[src/rtl/morse_pkg.sv]
// Purpose: shared Morse constants, FSM state encoding and the ASCII -> Morse code table.
// Latency: n/a (package; morse_code() is pure combinational).
// Backpressure: n/a.
package morse_pkg;

  // Durations in Morse units.
  localparam logic [2:0] DOT_U   = 3'd1;
  localparam logic [2:0] DASH_U  = 3'd3;
  localparam logic [2:0] ELGAP_U = 3'd1;
  localparam logic [2:0] CHGAP_U = 3'd3;
  localparam logic [2:0] WGAP_U  = 3'd4;

  localparam logic [7:0] ASCII_SPACE = 8'h20;

  typedef enum logic [2:0] {
    S_IDLE,
    S_MARK,
    S_ELGAP,
    S_CHGAP,
    S_WGAP
  } morse_state_e;

  // Element i (sent i-th, i=0 first) is pat[i]; 1 = dash. len = number of elements.
  typedef struct packed {
    logic       valid;
    logic [2:0] len;
    logic [4:0] pat;
  } morse_code_t;

  // Same symbol format as the decoder ROM, so an encoder/decoder loopback is exact.
  function automatic morse_code_t morse_code(input logic [7:0] ascii);
    logic [7:0]  c;
    logic [7:0]  sym;  // {len, pat}; len == 0 marks "no code"
    morse_code_t r;
    c = ascii;
    if (c >= 8'h61 && c <= 8'h7A) c = c - 8'h20;  // fold lower case onto upper case
    case (c)
      "A": sym = {3'd2, 5'd2};   "B": sym = {3'd4, 5'd1};
      "C": sym = {3'd4, 5'd5};   "D": sym = {3'd3, 5'd1};
      "E": sym = {3'd1, 5'd0};   "F": sym = {3'd4, 5'd4};
      "G": sym = {3'd3, 5'd3};   "H": sym = {3'd4, 5'd0};
      "I": sym = {3'd2, 5'd0};   "J": sym = {3'd4, 5'd14};
      "K": sym = {3'd3, 5'd5};   "L": sym = {3'd4, 5'd2};
      "M": sym = {3'd2, 5'd3};   "N": sym = {3'd2, 5'd1};
      "O": sym = {3'd3, 5'd7};   "P": sym = {3'd4, 5'd6};
      "Q": sym = {3'd4, 5'd11};  "R": sym = {3'd3, 5'd2};
      "S": sym = {3'd3, 5'd0};   "T": sym = {3'd1, 5'd1};
      "U": sym = {3'd3, 5'd4};   "V": sym = {3'd4, 5'd8};
      "W": sym = {3'd3, 5'd6};   "X": sym = {3'd4, 5'd9};
      "Y": sym = {3'd4, 5'd13};  "Z": sym = {3'd4, 5'd3};
      "0": sym = {3'd5, 5'd31};  "1": sym = {3'd5, 5'd30};
      "2": sym = {3'd5, 5'd28};  "3": sym = {3'd5, 5'd24};
      "4": sym = {3'd5, 5'd16};  "5": sym = {3'd5, 5'd0};
      "6": sym = {3'd5, 5'd1};   "7": sym = {3'd5, 5'd3};
      "8": sym = {3'd5, 5'd7};   "9": sym = {3'd5, 5'd15};
      default: sym = 8'h00;
    endcase
    r.valid = (sym[7:5] != 3'd0);
    r.len   = sym[7:5];
    r.pat   = sym[4:0];
    return r;
  endfunction

endpackage

[src/rtl/morse_unit_timer.sv]
// Purpose: counts a loaded number of Morse units (1..4) of DOT_TICKS cycles each.
// Latency: done_o is high in the last cycle of the period, units_i*DOT_TICKS cycles after load_i.
// Backpressure: none; load_i restarts the period at tick 0, run_i=0 holds the counters.
// Ports: clk, reset (async, active-high), load_i/units_i (start period), run_i (count enable),
//        done_o (combinational, last cycle of the period).
module morse_unit_timer #(
  parameter int DOT_TICKS = 5_000_000
) (
  input  logic       clk,
  input  logic       reset,
  input  logic       load_i,
  input  logic       run_i,
  input  logic [2:0] units_i,
  output logic       done_o
);

  localparam int TW = $clog2(DOT_TICKS);
  localparam logic [TW-1:0] TICK_LAST = TW'(DOT_TICKS - 1);

  logic [TW-1:0] tick_q, tick_d;
  logic [1:0]    unit_q, unit_d;
  logic [1:0]    last_q, last_d;  // index of the final unit of this period

  always_comb begin
    tick_d = tick_q;
    unit_d = unit_q;
    last_d = last_q;
    if (load_i) begin
      tick_d = '0;
      unit_d = '0;
      last_d = 2'(units_i - 3'd1);
    end else if (run_i) begin
      if (tick_q == TICK_LAST) begin
        tick_d = '0;
        unit_d = unit_q + 2'd1;
      end else begin
        tick_d = tick_q + 1'b1;
      end
    end
  end

  always_ff @(posedge clk or posedge reset) begin
    if (reset) begin
      tick_q <= '0;
      unit_q <= '0;
      last_q <= '0;
    end else begin
      tick_q <= tick_d;
      unit_q <= unit_d;
      last_q <= last_d;
    end
  end

  assign done_o = (tick_q == TICK_LAST) && (unit_q == last_q);

endmodule

[src/rtl/ascii_to_morse.sv]
// Purpose: accepts one ASCII byte per valid/ready handshake and keys it out as Morse on 'key'.
// Latency: accept at edge N -> key=1 from cycle N+1; ready again the cycle after the trailing gap.
// Backpressure: ascii_ready=0 in every non-IDLE state; a held ascii_valid waits, unconsumed.
// Ports: clk, reset (async, active-high), ascii_in/ascii_valid/ascii_ready (input handshake),
//        key (registered mark output), busy (state != IDLE), err (one-cycle pulse, no code).
module ascii_to_morse
  import morse_pkg::*;
#(
  parameter int DOT_TICKS = 5_000_000
) (
  input  logic       clk,
  input  logic       reset,
  input  logic [7:0] ascii_in,
  input  logic       ascii_valid,
  output logic       ascii_ready,
  output logic       key,
  output logic       busy,
  output logic       err
);

  morse_state_e state_q, state_d;
  logic [2:0]   elem_q, elem_d;
  logic [2:0]   len_q, len_d;
  logic [4:0]   pat_q, pat_d;
  logic         key_q, key_d;
  logic         err_q, err_d;
  logic [2:0]   units;
  logic         accept;
  logic         tmr_done;
  morse_code_t  cd;

  assign ascii_ready = (state_q == S_IDLE);
  assign busy        = (state_q != S_IDLE);
  assign accept      = ascii_valid & ascii_ready;
  assign cd          = morse_code(ascii_in);

  always_comb begin
    state_d = state_q;
    elem_d  = elem_q;
    len_d   = len_q;
    pat_d   = pat_q;
    err_d   = 1'b0;
    case (state_q)
      S_IDLE: begin
        if (accept) begin
          if (ascii_in == ASCII_SPACE) begin
            state_d = S_WGAP;
          end else if (cd.valid) begin
            len_d   = cd.len;
            pat_d   = cd.pat;
            elem_d  = '0;
            state_d = S_MARK;
          end else begin
            err_d = 1'b1;
          end
        end
      end
      S_MARK: begin
        if (tmr_done) begin
          // More elements follow only if elem+1 < len.
          if (({1'b0, elem_q} + 4'd1) < {1'b0, len_q}) state_d = S_ELGAP;
          else                                          state_d = S_CHGAP;
        end
      end
      S_ELGAP: begin
        if (tmr_done) begin
          elem_d  = elem_q + 3'd1;
          state_d = S_MARK;
        end
      end
      S_CHGAP, S_WGAP: begin
        if (tmr_done) state_d = S_IDLE;
      end
      default: state_d = S_IDLE;
    endcase

    // Period length of the state being entered; the timer loads it on the transition edge.
    case (state_d)
      S_MARK:  units = pat_d[elem_d] ? DASH_U : DOT_U;
      S_ELGAP: units = ELGAP_U;
      S_CHGAP: units = CHGAP_U;
      S_WGAP:  units = WGAP_U;
      default: units = DOT_U;
    endcase

    // key follows the next state so it is registered alongside state_q with no extra delay.
    key_d = (state_d == S_MARK);
  end

  always_ff @(posedge clk or posedge reset) begin
    if (reset) begin
      state_q <= S_IDLE;
      elem_q  <= '0;
      len_q   <= '0;
      pat_q   <= '0;
      key_q   <= 1'b0;
      err_q   <= 1'b0;
    end else begin
      state_q <= state_d;
      elem_q  <= elem_d;
      len_q   <= len_d;
      pat_q   <= pat_d;
      key_q   <= key_d;
      err_q   <= err_d;
    end
  end

  morse_unit_timer #(
    .DOT_TICKS (DOT_TICKS)
  ) u_timer (
    .clk     (clk),
    .reset   (reset),
    .load_i  (state_d != state_q),
    .run_i   (busy),
    .units_i (units),
    .done_o  (tmr_done)
  );

  assign key = key_q;
  assign err = err_q;

endmodule

[config.mk]
export PLATFORM = sky130hd
export DESIGN_NAME = ascii_to_morse
export DESIGN_NICKNAME = d
export VERILOG_FILES = /design/src/rtl/morse_pkg.sv /design/src/rtl/morse_unit_timer.sv /design/src/rtl/ascii_to_morse.sv
export SDC_FILE = /design/constraint.sdc
export NUM_CORES = 1
export LEC_CHECK = 0
export BUFFER_PORTS_ARGS = -buffer_cell sky130_fd_sc_hd__clkbuf_2
export CAP_MARGIN = 40
export CORE_MARGIN = 5
export CORE_UTILIZATION = 66
export CTS_CLUSTER_DIAMETER = 50
export DETAILED_ROUTE_END_ITERATION = 12
export PLACE_DENSITY_LB_ADDON = 0.3
export SLEW_MARGIN = 25
export SYNTH_ARGS = -nofsm -noshare
export SYNTH_HDL_FRONTEND = slang
export SYNTH_SLANG_ARGS = --single-unit
[constraint.sdc]
create_clock -name clk -period 8 [get_ports clk]
set_input_delay 0.8 -clock clk [delete_from_list [all_inputs] [get_ports clk]]
set_output_delay 0.8 -clock clk [all_outputs]
set_load 0.005 [all_outputs]
* Word-level counts from Yosys, hierarchy flattened
Memories as Yosys holds them, arrays and structs flattened.
Cells that the tools add are included.
** Operators by class
- Add/subtract/negate cells :: 6
- Order comparisons :: 4
- Equal/unequal tests :: 11
- Muxes and demuxes :: 33
- Bitwise operators :: 2
- Reductions and logical operators :: 10
** Operator list (count)
- 2-to-1 mux 23 bit :: 3
- 2-to-1 mux 3 bit :: 10
- adder 23 x 1 -> 23 bit (second input constant) :: 1
- == test 23 bit (second input constant) :: 1
- 2-to-1 mux 5 bit :: 4
- 2-to-1 mux 8 bit :: 2
- case mux 3 bit (4 select lines) :: 1
- == test 3 x 2 -> 1 bit (second input constant) :: 3
- == test 8 x 6 -> 1 bit (second input constant) :: 1
- >= comparator 8 x 7 -> 1 bit (second input constant) :: 1
- <= comparator 8 x 7 -> 1 bit (second input constant) :: 1
- 2-to-1 mux 2 bit :: 4
- subtractor 8 x 6 -> 8 bit (second input constant) :: 1
- == test 3 x 1 -> 1 bit (second input constant) :: 2
- == test 3 bit (second input constant) :: 2
- 2-to-1 mux 1 bit :: 6
- case mux 2 bit (3 select lines) :: 1
- case mux 3 bit (2 select lines) :: 1
- nonzero test 3 bit :: 2
- adder 3 x 1 -> 4 bit (second input constant) :: 1
- less-than comparator 3 x 4 -> 1 bit (second input constant) :: 1
- less-than comparator 4 x 3 -> 1 bit :: 1
- AND reduction 4 bit :: 1
- nonzero test 2 bit :: 2
- other kinds (12) :: 13
** Word-level totals
- Register bits after elaboration :: 43
- Memory bits (read-only) :: 1024
- Word-level logic and storage cells :: 76
- Memories :: 1
** Memories
- (no name shown) :: depth 128, bits a word 8, rd ports 1, clocked after memory_dff 0, wr ports 0, RTL line morse_pkg.sv:37 : case (c)

* Longest topological paths before layout
An unclocked memory read counts as a cell.
- Word-level depth :: 15
- Depth in mapped cells :: 14
- Gate-level depth less buffers :: 13

* Modules after synthesis
A second synthesis with hierarchy kept.
** Second synthesis, totals
- Cell total of the unflattened synthesis :: 371
- Area, all modules :: 3328.2 um^2
** By module, submodules not included
- ascii_to_morse :: times used 1, cells an instance 214, area each 1809.2 um^2, sequential area each 400.4 um^2
- morse_unit_timer :: times used 1, cells an instance 157, area each 1519.0 um^2, sequential area each 675.6 um^2

* Worst setup path after synthesis
Ideal clock, no wire load.
- Kind :: input port to flip-flop
- Start point :: input ascii_in[0]
- End point :: register u_timer.tick_q[22]
- Arrival time :: 2974 ps
- Required time :: 7879 ps
- Setup slack :: 4905 ps
- Stages on the path :: 12
- Path buffers :: 1
- Cells stage by stage :: inv_1 ha_1 and2_1 o311a_1 a211oi_2 nand4_1 and3_1 buf_2 o2111ai_1 nor2_1 xnor2_1 nor2_1
** Between the ends
- Longest elaborated chain between the ends :: 12
- Elaborated cells between the ends (all ways) :: 16
** RTL lines
- start, declared :: RTL line ascii_to_morse.sv:13 : input logic [7:0] ascii_in,
- >= comparator 8 x 7 -> 1 bit / <= comparator 8 x 7 -> 1 bit (equally long branches) :: RTL line morse_pkg.sv:36 : if (c >= 8'h61 && c <= 8'h7A) c = c - 8'h20;
- logical AND 1 bit :: RTL line morse_pkg.sv:36
- 2-to-1 mux 8 bit :: RTL line morse_pkg.sv:36
- memory (128 x 8 bit)
- 2-to-1 mux 8 bit :: RTL line morse_pkg.sv:37
- nonzero test 3 bit :: RTL line morse_pkg.sv:58 : r.valid = (sym[7:5] != 3'd0);
- 2-to-1 mux 3 bit :: RTL line ascii_to_morse.sv:48 : end else if (cd.valid) begin
- 2-to-1 mux 3 bit (*) :: RTL line ascii_to_morse.sv:46 : if (ascii_in == ASCII_SPACE) begin
- 2-to-1 mux 3 bit (*) :: RTL line ascii_to_morse.sv:45 : if (accept) begin
- case mux 3 bit (4 select lines) (*) :: RTL line ascii_to_morse.sv:43 : case (state_q)
- != test 3 bit (*) :: RTL line ascii_to_morse.sv:113 : .load_i (state_d != state_q),
- 2-to-1 mux 23 bit / nonzero test 2 bit (equally long branches)
- end signal, assigned :: RTL line morse_unit_timer.sv:48 : tick_q <= tick_d;
- end, declared :: RTL line morse_unit_timer.sv:20 : logic [TW-1:0] tick_q, tick_d;
Every way passes the cells marked *; elsewhere a longest branch is shown, timed or not.
A chain may end at the register's enable or synchronous reset.

* Worst setup path in the final report
- Start point :: input ascii_in[1]
- End point :: register u_timer.tick_q[17]
Same word-level chain as after synthesis.

==> run_results.csv <==
group,metric,value,unit
drt,post_drt_via_cell_ratio,6.093,
sta,fin_tns_setup,0,ns
sta,finClkSkew,0.01187,ns
status,outcome,"complete, no violations",
worst_hold_path,timing.hold.worst.class,"flip-flop to flip-flop",
sta,maxSlewViolCount,0,
worst_setup_path,setup.worst_path.start_class,"input pin",
worst_setup_path,r2r_setup_slk,4.50,ns
pwr,peakVddDrop,82.18,uV
grt,initial_antenna_violation_count,0,
worst_setup_path,worst-endpoint-arrival,3.91,ns
cells_and_area,antennaDiodeCount,0,
cts,count_of_h_tree_levels_built_during_cts,2,
grt,groute.layer.met3.usage,0.03819,
logic_synthesis,synth_area_per_cell,8.413,sq um
sta,unrepaired_setup_endpoints_after_global_routing,"no",
sta,min_period_over_period,0.4679,
job,drv.max_cap_violation_count,0,
cts,clk_latency,0.31,ns
die,floorplan_die_area,0.006030,sq mm
logic_synthesis,synthArstFlopShare,1.000,
die,start_util,0.6889,
cts,worst_setup_hold_path_clk_slew,0.08,ns
worst_setup_path,timing.reg2reg.worst_path_depth,10,
cts,ctsRootBufferMaster,"clkbuf_8",
drt,totalWireLength,6.288,mm
sta,timing_hold_violations_final,0,
grt,grt_most_used_layer,"met2",
grt,grt_overflow,0,
cts,ctsHoldBuffers,0,
logic_synthesis,postSynth.topFlopCell,"dfrtp_1",
drt,drc_errors,0,
cells_and_area,final_layout_size_suffix_gt1_frac,0.1247,
cts,clock_tree.buffer_depth,2,
grt,use_met1,0.3271,
sta,fmax,267.2,MHz
die,die_height,77.65,microns
cells_and_area,area_delta_synth_final,6.048,%
logic_synthesis,synth_sequential_area_ratio,0.3563,
grt,grt_start_max_net_pins,44,
logic_synthesis,synth-edff-count,0,
drt,detailedRoute.firstPassIterationCount,4,
cells_and_area,post-route-util,0.7306,
cells_and_area,finish.net_count,392,
die,chipWidth,77.65,microns
pwr,power_density_of_the_placed_cells,191.8,mW/mm^2
drt,dr_total_vias,2565,
drt,wl_per_cell,14.94,microns
logic_synthesis,synth.cells.most_frequent,"nor2_1, dfrtp_1, nand2_1, o21ai_0, inv_1",
placement,detailedPlacementHpwl,4.616,mm
logic_synthesis,yosysTopAreaCell,"dfrtp_1",
sta,max_slew_margin,0.5127,
logic_synthesis,synth.top_cells.by_area,"dfrtp_1, nor2_1, ha_1, xnor2_1, nand2_1",
worst_hold_path,hold_depth,2,
grt,global_route.usage.met2,0.3347,
sta,finalWorstPathRequiredPeriod,3.743,ns
grt,grt_first_pass_wirelength,11.27,mm
worst_setup_path,worstPathMaxFanout,14,
pwr,power_leakage,1.415,nW
cts,cts_setup_buffers,0,
cts,cts.sinks,43,
grt,grt_util_all_layers,0.2244,
logic_synthesis,post-synth-top-area-fraction,0.3563,
logic_synthesis,synthesis.yosys.warnings,0,
logic_synthesis,synth.ff_latch_count,43,
worst_setup_path,timing.critical_path.required,8.17,ns
cts,tritoncts,"built",
cts,post_cts.resized_instances,0,
die,placement_rows,24,
die,floorplan.io_pins,15,
grt,first_global_vias,2395,
worst_setup_path,critical_path.endpoint_type,"flip-flop",
worst_setup_path,timing_worst_setup_path_type,"input pin to flip-flop",
drt,drt_iter0_markers,195,
logic_synthesis,yosys.cell_count.top_type,"nor2_1",
cts,tritoncts.num_buffers,5,
logic_synthesis,synth.net_count,383,
logic_synthesis,synth_area,0.003020,sq mm
placement,place_congestion,0.9607,
drt,postRouteAntennaNets,0,
die,core_area,0.004384,sq mm
sta,setup-violations-final,0,
logic_synthesis,synth.lib_cells_used.distinct,63,
sta,worst-slew-pin-transition,0.7302,ns
placement,portbufs,14,
logic_synthesis,syn_inst,359,
cell type report:
cell class	count	area (sq um)
repair buffers	15	77.57
clock inverters	3	43.79
multi-input cells	278	1777
well taps	52	65.06
clock buffers	5	68.82
inverters	25	95.09
flip-flops and latches	43	1076
fillers	332	1181
critical path: stages:
cell and delay, ns:
clkbuf_2 0.17, inv_1 0.15, ha_1 0.29, nor2_1 0.10, a31oi_1 0.38, a32oi_2 0.24, nand2_1 0.17, nand3_1 0.32
nand3_1 0.43, or2_2 0.24, nor2b_2 0.49, nor2_1 0.12
metal layers:
layer	wire length, microns	vias to the layer above
li1	-	1280
met1	3008	1197
met2	2866	77
met3	303	11
met4	109	0
met5	0	-
through the flow:
step | hold slack [ns] | area [sq um] | instances | total power [mW] | setup WS, ns
after floorplan | 0.4421 | 3020 | 359 | 0.3980 | 4.905
after CTS | 0.4825 | 3203 | 421 | 0.6154 | 4.285
after global placement | 0.4621 | 3090 | 413 | 0.4393 | 4.149
after global routing | 0.5113 | 3203 | 421 | 0.6528 | 3.867
final | 0.4923 | 3203 | 421 | 0.6144 | 4.257
after detailed placement | 0.4647 | 3090 | 413 | 0.4451 | 3.962
placed cells by master (no fill, tap or decap), types with 3 or more instances in the layout:
| cell | count |
|---|---|
| a21boi_0 | 5 |
| o211ai_1 | 3 |
| a21oi_1 | 11 |
| clkbuf_8 | 5 |
| nand4_1 | 5 |
| nand2b_1 | 4 |
| nor2_1 | 59 |
| xor2_1 | 5 |
| nand2_1 | 32 |
| mux2i_1 | 6 |
| a22o_1 | 3 |
| xnor2_1 | 17 |
| nand3_1 | 13 |
| clkbuf_2 | 14 |
| inv_1 | 21 |
| a31oi_1 | 4 |
| or2_2 | 4 |
| o21ai_0 | 23 |
| and3_1 | 8 |
| ha_1 | 13 |
| a211oi_1 | 7 |
| mux2_2 | 5 |
| nor3_1 | 5 |
| o22ai_1 | 3 |
| nor2b_1 | 4 |
| dfrtp_1 | 43 |
state kept, by name (all words and copies together) (netlist names):
| name | cells |
|---|---|
| u_timer.tick_q | 23 |
| elem_q | 3 |
| len_q | 3 |
| state_q | 3 |
| u_timer.last_q | 2 |
| u_timer.unit_q | 2 |
| key | 1 |
| err | 1 |
| pat_q | 5 |
power breakdown:
part,total (mW),internal (mW),switching [mW],leakage (nW)
clock,0.171,0.0930,0.0780,0.0581
sequential,0.276,0.252,0.0239,0.571
combinational,0.168,0.0660,0.102,0.786
logic make-up after synthesis:
| family | Yosys count | synth area share |
|---|---|---|
| buffers and inverters | 38 | 0.05551 |
| and+or+nand+nor | 150 | 0.2415 |
| adders and majority gates | 13 | 0.05385 |
| muxes | 11 | 0.03852 |
| AOI/OAI and AO/OA | 82 | 0.1906 |
| xor gates and xnor gates | 22 | 0.06379 |
| DFF | 43 | 0.3563 |
final timing paths:
check,from,end
max,ascii_in[1],u_timer.tick_q[17]
min,pat_q[3],pat_q[3]
max reg2reg,u_timer.tick_q[0],u_timer.last_q[1]
min reg2reg,pat_q[3],pat_q[3]
max in group asynchronous,reset,elem_q[2]
min in group asynchronous,reset,u_timer.tick_q[10]
No activity file was read; power rests on OpenSTA's default activity.
